## src/rtl/axi_lite_arbiter_pkg.sv

```systemverilog
// axi_lite_arbiter package: FSM state encoding, AXI response codes and
// fixed protection attribute shared by the arbiter RTL and its bench.
package axil_arb_pkg;

   typedef enum logic [2:0] {
      IDLE  = 3'd0,
      WADDR = 3'd1,
      WRESP = 3'd2,
      RADDR = 3'd3,
      RDATA = 3'd4,
      RESP  = 3'd5
   } state_e;

   localparam logic [1:0] RESP_OKAY   = 2'b00;
   localparam logic [1:0] RESP_EXOKAY = 2'b01;
   localparam logic [1:0] RESP_SLVERR = 2'b10;
   localparam logic [1:0] RESP_DECERR = 2'b11;

   // AWPROT/ARPROT are always unprivileged, secure, data
   localparam logic [2:0] PROT_NONE = 3'b000;

endpackage

```

## src/rtl/axi_lite_arbiter_if.sv

```systemverilog
// AXI4-Lite bus bundle: master modport is the arbiter side, slave modport
// is the downstream target side.
interface axi_lite_arbiter_if #(
   parameter int unsigned ADDR_WIDTH = 32,
   parameter int unsigned DATA_WIDTH = 32
);
   localparam int unsigned STRB_WIDTH = DATA_WIDTH / 8;

   logic                  AWVALID;
   logic                  AWREADY;
   logic [ADDR_WIDTH-1:0] AWADDR;
   logic [2:0]            AWPROT;

   logic                  WVALID;
   logic                  WREADY;
   logic [DATA_WIDTH-1:0] WDATA;
   logic [STRB_WIDTH-1:0] WSTRB;

   logic                  BVALID;
   logic                  BREADY;
   logic [1:0]            BRESP;

   logic                  ARVALID;
   logic                  ARREADY;
   logic [ADDR_WIDTH-1:0] ARADDR;
   logic [2:0]            ARPROT;

   logic                  RVALID;
   logic                  RREADY;
   logic [DATA_WIDTH-1:0] RDATA;
   logic [1:0]            RRESP;

   modport master (
      output AWVALID, AWADDR, AWPROT, input AWREADY,
      output WVALID, WDATA, WSTRB, input WREADY,
      input  BVALID, BRESP, output BREADY,
      output ARVALID, ARADDR, ARPROT, input ARREADY,
      input  RVALID, RDATA, RRESP, output RREADY
   );

   modport slave (
      input  AWVALID, AWADDR, AWPROT, output AWREADY,
      input  WVALID, WDATA, WSTRB, output WREADY,
      output BVALID, BRESP, input BREADY,
      input  ARVALID, ARADDR, ARPROT, output ARREADY,
      output RVALID, RDATA, RRESP, input RREADY
   );

endinterface

```

## src/rtl/axi_lite_arbiter_rr_arbiter.sv

```systemverilog
// Combinational requester arbiter. Default is round-robin starting after
// `last`; defining AXIL_ARB_FIXED_PRIO_EN selects fixed priority where the
// lowest index wins and `last` is ignored.
module rr_arbiter #(
   parameter int unsigned NUM_REQ = 4,
   parameter int unsigned GW      = 2
) (
   input  logic [NUM_REQ-1:0] req,
   input  logic [GW-1:0]      last,
   output logic [NUM_REQ-1:0] gnt,
   output logic [GW-1:0]      idx,
   output logic               any
);

   assign any = |req;

`ifdef AXIL_ARB_FIXED_PRIO_EN
   logic unused_last;
   assign unused_last = ^last;

   // Lowest-index requester wins
   always_comb begin
      logic found;
      gnt   = '0;
      idx   = '0;
      found = 1'b0;
      for (int unsigned i = 0; i < NUM_REQ; i++) begin
         if (!found && req[GW'(i)]) begin
            found        = 1'b1;
            gnt[GW'(i)]  = 1'b1;
            idx          = GW'(i);
         end
      end
   end
`else
   // Search from last+1 upward, wrapping modulo NUM_REQ
   always_comb begin
      logic        found;
      int unsigned j;
      gnt   = '0;
      idx   = '0;
      found = 1'b0;
      j     = 0;
      for (int unsigned k = 1; k <= NUM_REQ; k++) begin
         j = (int'(last) + k) % NUM_REQ;
         if (!found && req[GW'(j)]) begin
            found        = 1'b1;
            gnt[GW'(j)]  = 1'b1;
            idx          = GW'(j);
         end
      end
   end
`endif

endmodule

```

## src/rtl/axi_lite_arbiter.sv

```systemverilog
// AXI4-Lite manager shared by NUM_REQ local requesters, one transaction
// at a time. Arbitration is round-robin unless AXIL_ARB_FIXED_PRIO_EN is
// defined, in which case fixed priority (lowest index) is used.
module axi_lite_arbiter
   import axil_arb_pkg::*;
#(
   parameter int unsigned NUM_REQ    = 4,
   parameter int unsigned ADDR_WIDTH = 32,
   parameter int unsigned DATA_WIDTH = 32
) (
   input  logic                            ACLK,
   input  logic                            ARESET,
   input  logic [NUM_REQ-1:0]              req_valid,
   input  logic [NUM_REQ-1:0]              req_write,
   input  logic [NUM_REQ*ADDR_WIDTH-1:0]   req_addr,
   input  logic [NUM_REQ*DATA_WIDTH-1:0]   req_wdata,
   input  logic [NUM_REQ*DATA_WIDTH/8-1:0] req_wstrb,
   output logic [NUM_REQ-1:0]              req_ready,
   output logic [NUM_REQ-1:0]              rsp_valid,
   output logic [DATA_WIDTH-1:0]           rsp_rdata,
   output logic [1:0]                      rsp_resp,
   axi_lite_arbiter_if.master              bus
);

   localparam int unsigned GW         = (NUM_REQ > 1) ? $clog2(NUM_REQ) : 1;
   localparam int unsigned STRB_WIDTH = DATA_WIDTH / 8;

   state_e                state_q;
   logic [GW-1:0]         gnt_idx_q;
   logic [ADDR_WIDTH-1:0] addr_q;
   logic [DATA_WIDTH-1:0] wdata_q;
   logic [STRB_WIDTH-1:0] wstrb_q;
   logic                  write_q;
   logic                  aw_valid_q;
   logic                  w_valid_q;
   logic                  aw_done_q;
   logic                  w_done_q;
   logic                  b_ready_q;
   logic                  ar_valid_q;
   logic                  r_ready_q;
   logic [NUM_REQ-1:0]    rsp_valid_q;
   logic [DATA_WIDTH-1:0] rsp_rdata_q;
   logic [1:0]            rsp_resp_q;

   logic [NUM_REQ-1:0]    arb_gnt;
   logic [GW-1:0]         arb_idx;
   logic                  arb_any;
   logic [GW-1:0]         arb_last;
   logic                  grant;
   logic                  aw_hs;
   logic                  w_hs;

   rr_arbiter #(
      .NUM_REQ (NUM_REQ),
      .GW      (GW)
   ) u_arb (
      .req  (req_valid),
      .last (arb_last),
      .gnt  (arb_gnt),
      .idx  (arb_idx),
      .any  (arb_any)
   );

   assign grant     = (state_q == IDLE) && arb_any;
   assign req_ready = (state_q == IDLE) ? arb_gnt : '0;
   assign aw_hs     = aw_valid_q && bus.AWREADY;
   assign w_hs      = w_valid_q && bus.WREADY;

`ifdef AXIL_ARB_FIXED_PRIO_EN
   assign arb_last = GW'(NUM_REQ - 1);
`else
   logic [GW-1:0] last_q;

   // Remember the most recent grant so the next search starts after it
   always_ff @(posedge ACLK) begin
      if (ARESET) begin
         last_q <= GW'(NUM_REQ - 1);
      end else if (grant) begin
         last_q <= arb_idx;
      end
   end

   assign arb_last = last_q;
`endif

   // Transaction FSM with capture registers and registered bus outputs
   always_ff @(posedge ACLK) begin
      if (ARESET) begin
         state_q     <= IDLE;
         gnt_idx_q   <= '0;
         addr_q      <= '0;
         wdata_q     <= '0;
         wstrb_q     <= '0;
         write_q     <= 1'b0;
         aw_valid_q  <= 1'b0;
         w_valid_q   <= 1'b0;
         aw_done_q   <= 1'b0;
         w_done_q    <= 1'b0;
         b_ready_q   <= 1'b0;
         ar_valid_q  <= 1'b0;
         r_ready_q   <= 1'b0;
         rsp_valid_q <= '0;
         rsp_rdata_q <= '0;
         rsp_resp_q  <= RESP_OKAY;
      end else begin
         rsp_valid_q <= '0;
         case (state_q)
            IDLE: begin
               if (arb_any) begin
                  gnt_idx_q <= arb_idx;
                  addr_q    <= req_addr[int'(arb_idx)*ADDR_WIDTH +: ADDR_WIDTH];
                  wdata_q   <= req_wdata[int'(arb_idx)*DATA_WIDTH +: DATA_WIDTH];
                  wstrb_q   <= req_wstrb[int'(arb_idx)*STRB_WIDTH +: STRB_WIDTH];
                  write_q   <= req_write[arb_idx];
                  if (req_write[arb_idx]) begin
                     aw_valid_q <= 1'b1;
                     w_valid_q  <= 1'b1;
                     state_q    <= WADDR;
                  end else begin
                     ar_valid_q <= 1'b1;
                     state_q    <= RADDR;
                  end
               end
            end
            WADDR: begin
               if (aw_hs) begin
                  aw_valid_q <= 1'b0;
                  aw_done_q  <= 1'b1;
               end
               if (w_hs) begin
                  w_valid_q <= 1'b0;
                  w_done_q  <= 1'b1;
               end
               if ((aw_done_q || aw_hs) && (w_done_q || w_hs)) begin
                  aw_done_q <= 1'b0;
                  w_done_q  <= 1'b0;
                  b_ready_q <= 1'b1;
                  state_q   <= WRESP;
               end
            end
            WRESP: begin
               if (bus.BVALID && write_q) begin
                  b_ready_q   <= 1'b0;
                  rsp_resp_q  <= bus.BRESP;
                  rsp_rdata_q <= '0;
                  rsp_valid_q <= NUM_REQ'(1) << gnt_idx_q;
                  state_q     <= RESP;
               end
            end
            RADDR: begin
               if (bus.ARREADY) begin
                  ar_valid_q <= 1'b0;
                  r_ready_q  <= 1'b1;
                  state_q    <= RDATA;
               end
            end
            RDATA: begin
               if (bus.RVALID && !write_q) begin
                  r_ready_q   <= 1'b0;
                  rsp_resp_q  <= bus.RRESP;
                  rsp_rdata_q <= bus.RDATA;
                  rsp_valid_q <= NUM_REQ'(1) << gnt_idx_q;
                  state_q     <= RESP;
               end
            end
            RESP: begin
               state_q <= IDLE;
            end
            default: begin
               state_q <= IDLE;
            end
         endcase
      end
   end

   // Bus and requester-side outputs straight from registers
   assign bus.AWVALID = aw_valid_q;
   assign bus.AWADDR  = addr_q;
   assign bus.AWPROT  = PROT_NONE;
   assign bus.WVALID  = w_valid_q;
   assign bus.WDATA   = wdata_q;
   assign bus.WSTRB   = wstrb_q;
   assign bus.BREADY  = b_ready_q;
   assign bus.ARVALID = ar_valid_q;
   assign bus.ARADDR  = addr_q;
   assign bus.ARPROT  = PROT_NONE;
   assign bus.RREADY  = r_ready_q;

   assign rsp_valid = rsp_valid_q;
   assign rsp_rdata = rsp_rdata_q;
   assign rsp_resp  = rsp_resp_q;

endmodule

```

## src/flat_wrapper.sv

```systemverilog
// flat-port wrapper written by rule: the top's interface ports become plain ports
module axi_lite_arbiter_flat import axil_arb_pkg::*;
#(
   parameter int unsigned NUM_REQ    = 4,
   parameter int unsigned ADDR_WIDTH = 32,
   parameter int unsigned DATA_WIDTH = 32
)
  (ACLK, ARESET, req_valid, req_write, req_addr, req_wdata, req_wstrb, req_ready, rsp_valid, rsp_rdata, rsp_resp, bus_AWVALID, bus_AWADDR, bus_AWPROT, bus_AWREADY, bus_WVALID, bus_WDATA, bus_WSTRB, bus_WREADY, bus_BVALID, bus_BRESP, bus_BREADY, bus_ARVALID, bus_ARADDR, bus_ARPROT, bus_ARREADY, bus_RVALID, bus_RDATA, bus_RRESP, bus_RREADY);
  axi_lite_arbiter_if #(.ADDR_WIDTH(ADDR_WIDTH), .DATA_WIDTH(DATA_WIDTH)) bus_i ();
  input  logic ACLK;
  input  logic ARESET;
  input  logic [NUM_REQ-1:0] req_valid;
  input  logic [NUM_REQ-1:0] req_write;
  input  logic [NUM_REQ*ADDR_WIDTH-1:0] req_addr;
  input  logic [NUM_REQ*DATA_WIDTH-1:0] req_wdata;
  input  logic [NUM_REQ*DATA_WIDTH/8-1:0] req_wstrb;
  output logic [NUM_REQ-1:0] req_ready;
  output logic [NUM_REQ-1:0] rsp_valid;
  output logic [DATA_WIDTH-1:0] rsp_rdata;
  output logic [1:0] rsp_resp;
  output wire logic [$bits(bus_i.AWVALID)-1:0] bus_AWVALID;
  output wire logic [$bits(bus_i.AWADDR)-1:0] bus_AWADDR;
  output wire logic [$bits(bus_i.AWPROT)-1:0] bus_AWPROT;
  input wire logic [$bits(bus_i.AWREADY)-1:0] bus_AWREADY;
  output wire logic [$bits(bus_i.WVALID)-1:0] bus_WVALID;
  output wire logic [$bits(bus_i.WDATA)-1:0] bus_WDATA;
  output wire logic [$bits(bus_i.WSTRB)-1:0] bus_WSTRB;
  input wire logic [$bits(bus_i.WREADY)-1:0] bus_WREADY;
  input wire logic [$bits(bus_i.BVALID)-1:0] bus_BVALID;
  input wire logic [$bits(bus_i.BRESP)-1:0] bus_BRESP;
  output wire logic [$bits(bus_i.BREADY)-1:0] bus_BREADY;
  output wire logic [$bits(bus_i.ARVALID)-1:0] bus_ARVALID;
  output wire logic [$bits(bus_i.ARADDR)-1:0] bus_ARADDR;
  output wire logic [$bits(bus_i.ARPROT)-1:0] bus_ARPROT;
  input wire logic [$bits(bus_i.ARREADY)-1:0] bus_ARREADY;
  input wire logic [$bits(bus_i.RVALID)-1:0] bus_RVALID;
  input wire logic [$bits(bus_i.RDATA)-1:0] bus_RDATA;
  input wire logic [$bits(bus_i.RRESP)-1:0] bus_RRESP;
  output wire logic [$bits(bus_i.RREADY)-1:0] bus_RREADY;
  assign bus_AWVALID = bus_i.AWVALID;
  assign bus_AWADDR = bus_i.AWADDR;
  assign bus_AWPROT = bus_i.AWPROT;
  assign bus_i.AWREADY = bus_AWREADY;
  assign bus_WVALID = bus_i.WVALID;
  assign bus_WDATA = bus_i.WDATA;
  assign bus_WSTRB = bus_i.WSTRB;
  assign bus_i.WREADY = bus_WREADY;
  assign bus_i.BVALID = bus_BVALID;
  assign bus_i.BRESP = bus_BRESP;
  assign bus_BREADY = bus_i.BREADY;
  assign bus_ARVALID = bus_i.ARVALID;
  assign bus_ARADDR = bus_i.ARADDR;
  assign bus_ARPROT = bus_i.ARPROT;
  assign bus_i.ARREADY = bus_ARREADY;
  assign bus_i.RVALID = bus_RVALID;
  assign bus_i.RDATA = bus_RDATA;
  assign bus_i.RRESP = bus_RRESP;
  assign bus_RREADY = bus_i.RREADY;
  axi_lite_arbiter #(.NUM_REQ(NUM_REQ), .ADDR_WIDTH(ADDR_WIDTH), .DATA_WIDTH(DATA_WIDTH)) u_core (.ACLK(ACLK), .ARESET(ARESET), .req_valid(req_valid), .req_write(req_write), .req_addr(req_addr), .req_wdata(req_wdata), .req_wstrb(req_wstrb), .req_ready(req_ready), .rsp_valid(rsp_valid), .rsp_rdata(rsp_rdata), .rsp_resp(rsp_resp), .bus(bus_i));
endmodule
```

## config.mk

```make
export PLATFORM = sky130hd
export DESIGN_NAME = axi_lite_arbiter_flat
export DESIGN_NICKNAME = d
export VERILOG_FILES = /design/src/rtl/axi_lite_arbiter_pkg.sv /design/src/rtl/axi_lite_arbiter_if.sv /design/src/rtl/axi_lite_arbiter_rr_arbiter.sv /design/src/rtl/axi_lite_arbiter.sv /design/src/flat_wrapper.sv
export SDC_FILE = /design/constraint.sdc
export NUM_CORES = 1
export LEC_CHECK = 0
export BUFFER_PORTS_ARGS = -buffer_cell sky130_fd_sc_hd__buf_4
export CORE_AREA = 2 2 186 188
export DETAILED_ROUTE_END_ITERATION = 16
export DIE_AREA = 0 0 188 190
export PLACE_DENSITY = 0.47
export SYNTH_ARGS = -nofsm -noshare
export SYNTH_HDL_FRONTEND = slang
export SYNTH_SLANG_ARGS = --single-unit
```

## constraint.sdc

```tcl
create_clock -name ACLK -period 8.5 [get_ports ACLK]
set_input_delay 0.85 -clock ACLK [delete_from_list [all_inputs] [get_ports ACLK]]
set_output_delay 0.85 -clock ACLK [all_outputs]
set_load 0.03 [all_outputs]
```

==> After elaboration in Yosys (flattened, before gate mapping) <==
Index checks and enable logic that the tools add are counted.
{ "word_totals": {"reg_bits": 121, "output_inout_bits": 153} }
{ "classes": {"n_addsub": 4, "order_cmp": 9, "eq_ne": 13, "shifts": 4, "n_mux": 66, "bitwise_logic": 3, "reduce_logical": 38} }
{ "op_table": {"columns": ["cell", "n"], "rows": [
  ["variable part select 128 x 8 -> 32 bit", 2],
  ["2-to-1 mux 32 bit", 2],
  ["one-hot mux 32 bit (2 select lines)", 1],
  ["2-to-1 mux 4 bit", 7],
  ["2-to-1 mux 1 bit", 27],
  ["variable part select 16 x 5 -> 4 bit", 1],
  ["< comparator 2 x 3 -> 1 bit (second input constant)", 5],
  ["2-to-1 mux 3 bit", 5],
  ["one-hot mux 3 bit (5 select lines)", 1],
  ["2-to-1 mux 2 bit", 7],
  ["nonzero test 2 bit", 7],
  ["logical AND 1 bit", 13],
  ["inequality test 2 x 1 -> 1 bit (second input constant)", 6],
  ["OR 4 bit", 3],
  ["AND reduction 4 bit", 3],
  ["binary-select mux 1 bit (select 2 bit)", 5],
  ["one-hot mux 1 bit (2 select lines)", 5],
  ["AND reduction 3 bit", 3],
  ["demux 1 bit (select 2 bit)", 4],
  ["greater-or-equal comparator 2 x 1 -> 1 bit (second input constant)", 4],
  ["one-hot mux 4 bit (2 select lines)", 1],
  ["== test 3 x 2 -> 1 bit (second input constant)", 2],
  ["inequality test 2 bit (second input constant)", 3],
  ["AND reduction 2 bit", 3],
  ["11 further kinds", 17]
]} }

==> Logic depth before layout (Yosys ltp) <==
{ "depth": {"depth_word": 18, "mapped_depth": 11, "depth_no_buf": 8} }

==> Cells and area by module <==
A second synthesis with hierarchy kept.
{ "hier_totals": {"cells_unflattened": 697, "area_unflattened_um2": 6718.9} }
{ "by_module_without_submodules": {"columns": ["mod", "n_inst", "cells_each", "area_each_um2"], "rows": [
  ["axi_lite_arbiter", 1, 627, 6178.4],
  ["rr_arbiter", 1, 70, 540.5]
]} }

==> Worst setup path before layout <==
No wires, ideal clock.
{ "synth_path": {"kind": "flip-flop to output port", "start": "register u_core.last_q[0] (netlist: u_core.arb_last[0])", "end": "output req_ready[0]", "arrival_ps": 2403, "setup_slack_ps": 5247, "stages_incl_launch_ff": 9, "n_path_buf": 1, "cell_sequence": "dfxtp_1 -> buf_2 -> inv_1 -> ha_1 -> mux2_2 -> mux2_2 -> nor2_1 -> a221oi_1 -> nor2_1"} }
{ "synth_via": {"elab_chain_len": 14} }
{ "synth_rtl": {"columns": ["element", "line_no", "source"], "rows": [
  ["start: declaration", "axi_lite_arbiter.sv:72", "logic [GW-1:0] last_q;"],
  ["start signal: assignment", "axi_lite_arbiter.sv:77", "last_q <= GW'(NUM_REQ - 1);"],
  ["start signal: assignment", "axi_lite_arbiter.sv:79", "last_q <= arb_idx;"],
  ["parallel branches: the longest is 12 deep, another holds < comparator 2 x 3 -> 1 bit", null, null],
  ["2-to-1 mux 4 bit *", "axi_lite_arbiter_rr_arbiter.sv:46", "if (!found && req[GW'(j)]) begin"],
  ["2-to-1 mux 4 bit *", "axi_lite_arbiter.sv:65", "assign req_ready = (state_q == IDLE) ? arb_gnt : '0;"],
  ["end: declaration", "flat_wrapper.sv:17", "output logic [NUM_REQ-1:0] req_ready;"]
]} }
Every way passes the cells marked *. The select of a mux whose other input is x is not followed.

==> Final worst setup path <==
Same ends and word-level chain as after synthesis.

==> flow_summary.json <==
{
  "antenna_found_initial": 1,
  "ys_top_cells_by_count": "121 x dfxtp_1, 111 x a221oi_1, 80 x nand2_1",
  "cts_root_buf": "clkbuf_16",
  "dr_total_vias": 7381,
  "syn2layout_area_growth_pct": 63.5,
  "clk_path_buf_depth": 2,
  "setup_violations": 0,
  "fin_cells": 1576,
  "grt_remaining_overflow": 0,
  "yosys_warnings": 0,
  "die_h_microns": 190,
  "cts.sinks": 121,
  "cp_common_cell": "mux2_2",
  "synth_cell_types": 50,
  "cts_setup_buffers": 0,
  "clock_skew_ns": 0.0129,
  "cpPeakStageDelay_ns": 0.72,
  "start_kind": "register",
  "r2r-start": "u_core.arb_last[0]",
  "slowest_stage": "dfxtp_1",
  "core_area_sq_mm": 0.0339,
  "synthCells": 715,
  "final_core_util": 0.311,
  "synth.area.top_cells": "dfxtp_1 38%, a221oi_1 15%, a221oi_2 6.7%",
  "worst-path-max-fanout": 16,
  "r2r-end": "u_core.bus.ARADDR[31]",
  "fin_nets": 1440,
  "drt_iter0_drc": 347,
  "dieWidth_microns": 188,
  "max-cap-violations": 0,
  "drc_errors": 0,
  "grt_pass1_vias": 7364,
  "status": "completed",
  "synth_edf_count": 0,
  "htreeDepth": 4,
  "ys_seq_elements": 121,
  "cts_buffers": 17,
  "ant_nets": 0,
  "period_share": 0.475,
  "ir_worst_vdd_uv": 260,
  "wl_met1_microns": 11700,
  "ff2ff_path_depth": 9,
  "via_per_inst": 4.68,
  "drive_above_1_share": 0.494,
  "dp.cells": 1545,
  "grt_pass1_wl_microns": 44600,
  "grt_usage": 0.163,
  "synth_top_cell_area_share": 0.375,
  "slew_violations": 0,
  "fin_setup_tns_ns": 0,
  "top_layer": "met4",
  "cp.required_ns": 7.65,
  "critical_path_depth": 7,
  "p_leak_uw": 0.00462,
  "critPathCapture": "req_ready[0]",
  "ios": 476,
  "wl_met3_microns": 2810,
  "wire_per_inst_microns": 19.2,
  "synth_area_leader_cell": "dfxtp_1",
  "tightest_slew_ns": 1.02,
  "place.gp.congestion": 0.812,
  "path_class": "reg2out",
  "startpoint": "u_core.arb_last[0]",
  "worst_path_dominant_cell_family": "flip-flops",
  "arrival_ns": 3.19,
  "initial_utilization": 0.190,
  "wl_met2_microns": 15300,
  "finalCriticalPeriod_ns": 4.04,
  "hold_violations": 0,
  "power_density_mw_per_mm2": 436,
  "synth_most_common_cell": "dfxtp_1",
  "clk_latency_ns": 0.43,
  "syn-cell-area_sq_mm": 0.00645,
  "rsz0062_at_grt": "false",
  "ctsHoldBuffers": 0,
  "cts_resized": 0,
  "r2r_slack_ns": 4.52,
  "io_buffers": 469,
  "worstPathBufferInverterCount": 2,
  "ys_async_sr_fraction": 0,
  "clk_pin_slew_ns": 0.06,
  "grt_max_degree": 70,
  "fmax_mhz": 247,
  "yosys_most_used_dff": "dfxtp_1",
  "dieArea_sq_mm": 0.0357,
  "tritoncts": "yes",
  "critical_path.cell_chain": "inv_1 -> ha_1 -> mux2_2 -> mux2_2 -> a221oi_1 -> nor2_1 -> buf_4",
  "yosysSeqAreaShare": 0.375,
  "endpoint_kind": "output pin",
  "rows": 68,
  "wl_microns": 30200,
  "drtPass1Iterations": 5,
  "hp-class": "reg2reg",
  "avgSynthCellArea_sq_um": 9.03,
  "hpwl_microns": 22600,
  "max_slew_margin": 0.321
}
## cell type report
class	count	area (sq um)
fill	3610	23400
timing repair buffer	478	3590
multi-input combinational	485	3400
sequential	121	2420
tap	455	569
clock buffer	21	470
clock inverter	9	75.1
inverter	6	22.5
antenna	1	2.50
## state kept, by name, summed over array words and instances (netlist names), 2 cells and up
name,cells
u_core.bus.ARADDR,32
u_core.bus.WDATA,32
u_core.bus.WSTRB,4
u_core.state_q,3
u_core.gnt_idx_q,2
u_core.rsp_rdata,32
u_core.arb_last,2
u_core.rsp_resp,2
u_core.rsp_valid,4
## worst reg2reg max path: stages, from the launching register on
cell and delay, ns:
dfxtp_1 0.72, inv_1 0.30, ha_1 0.48, mux2_2 0.37, o221ai_1 0.39, nand3_2 0.30, nor2_4 0.16, buf_4 0.65
a221oi_1 0.36, o21ai_1 0.19
## report_power, final
part / switching (uW) / internal, uW / total [uW]
logic: 1780 / 1140 / 2910
clock network: 271 / 418 / 689
registers: 194 / 804 / 997
## how the worst min path moves through the flow
stage                                     from                    to  slack [ns]  depth (start not counted)
after floorplan            u_core.gnt_idx_q[0]   u_core.rsp_valid[2]        0.43                          1
after global placement    u_core.bus.WDATA[19]  u_core.bus.WDATA[19]        0.44                          2
after detailed placement  u_core.bus.WDATA[20]  u_core.bus.WDATA[20]        0.44                          2
after CTS                 u_core.bus.WDATA[20]  u_core.bus.WDATA[20]        0.45                          2
after global routing      u_core.bus.WDATA[28]  u_core.bus.WDATA[28]        0.47                          2
final                     u_core.bus.WDATA[11]  u_core.bus.WDATA[11]        0.45                          2
## cells by family (layout without fill, tap and decap cells)
kind of cell,after synthesis,in the layout,share of synthesized area
compound gates,286,286,0.364
simple gates,174,174,0.117
flops,121,121,0.375
buf+inv,114,514,0.106
mux,11,11,0.0219
fa+ha+maj,8,8,0.0155
other cells,1,7,0.000581
## layout by cell type, fill, tap and decap left out, types with 3 or more instances in the layout
cell,n
buf_4,478
nor2b_1,4
nand3_1,6
nor3_1,5
mux2_2,5
clkbuf_8,3
o21ai_1,61
a22oi_1,38
dfxtp_1,121
mux2i_1,4
nor2_1,56
clkinv_2,6
a31oi_1,3
nor4_1,4
ha_1,8
conb_1,6
a221oi_2,29
a221oi_1,111
inv_1,6
o21ai_0,12
clkbuf_16,17
a21oi_1,13
nand2_1,80
nand2b_1,4
## routing by layer
layer | GRT usage | vias to the layer above
met4 | 0.0439 | 0
met3 | 0.0719 | 25
met1 | 0.180 | 3501
met5 | 0 | -
met2 | 0.284 | 333
li1 | - | 3522
## through the flow
| step | area [sq um] | worst slack (ns) | hold slack [ns] | power, uW |
|---|---|---|---|---|
| final | 10600 | 4.46 | 0.447 | 4600 |
| after global routing | 10600 | 4.10 | 0.465 | 4950 |
| after CTS | 10500 | 4.44 | 0.452 | 4680 |
| after detailed placement | 10000 | 4.61 | 0.443 | 3970 |
| after global placement | 10000 | 4.71 | 0.439 | 3950 |
| after floorplan | 6470 | 5.25 | 0.431 | 3110 |
Power figures use the tool's default switching activity.
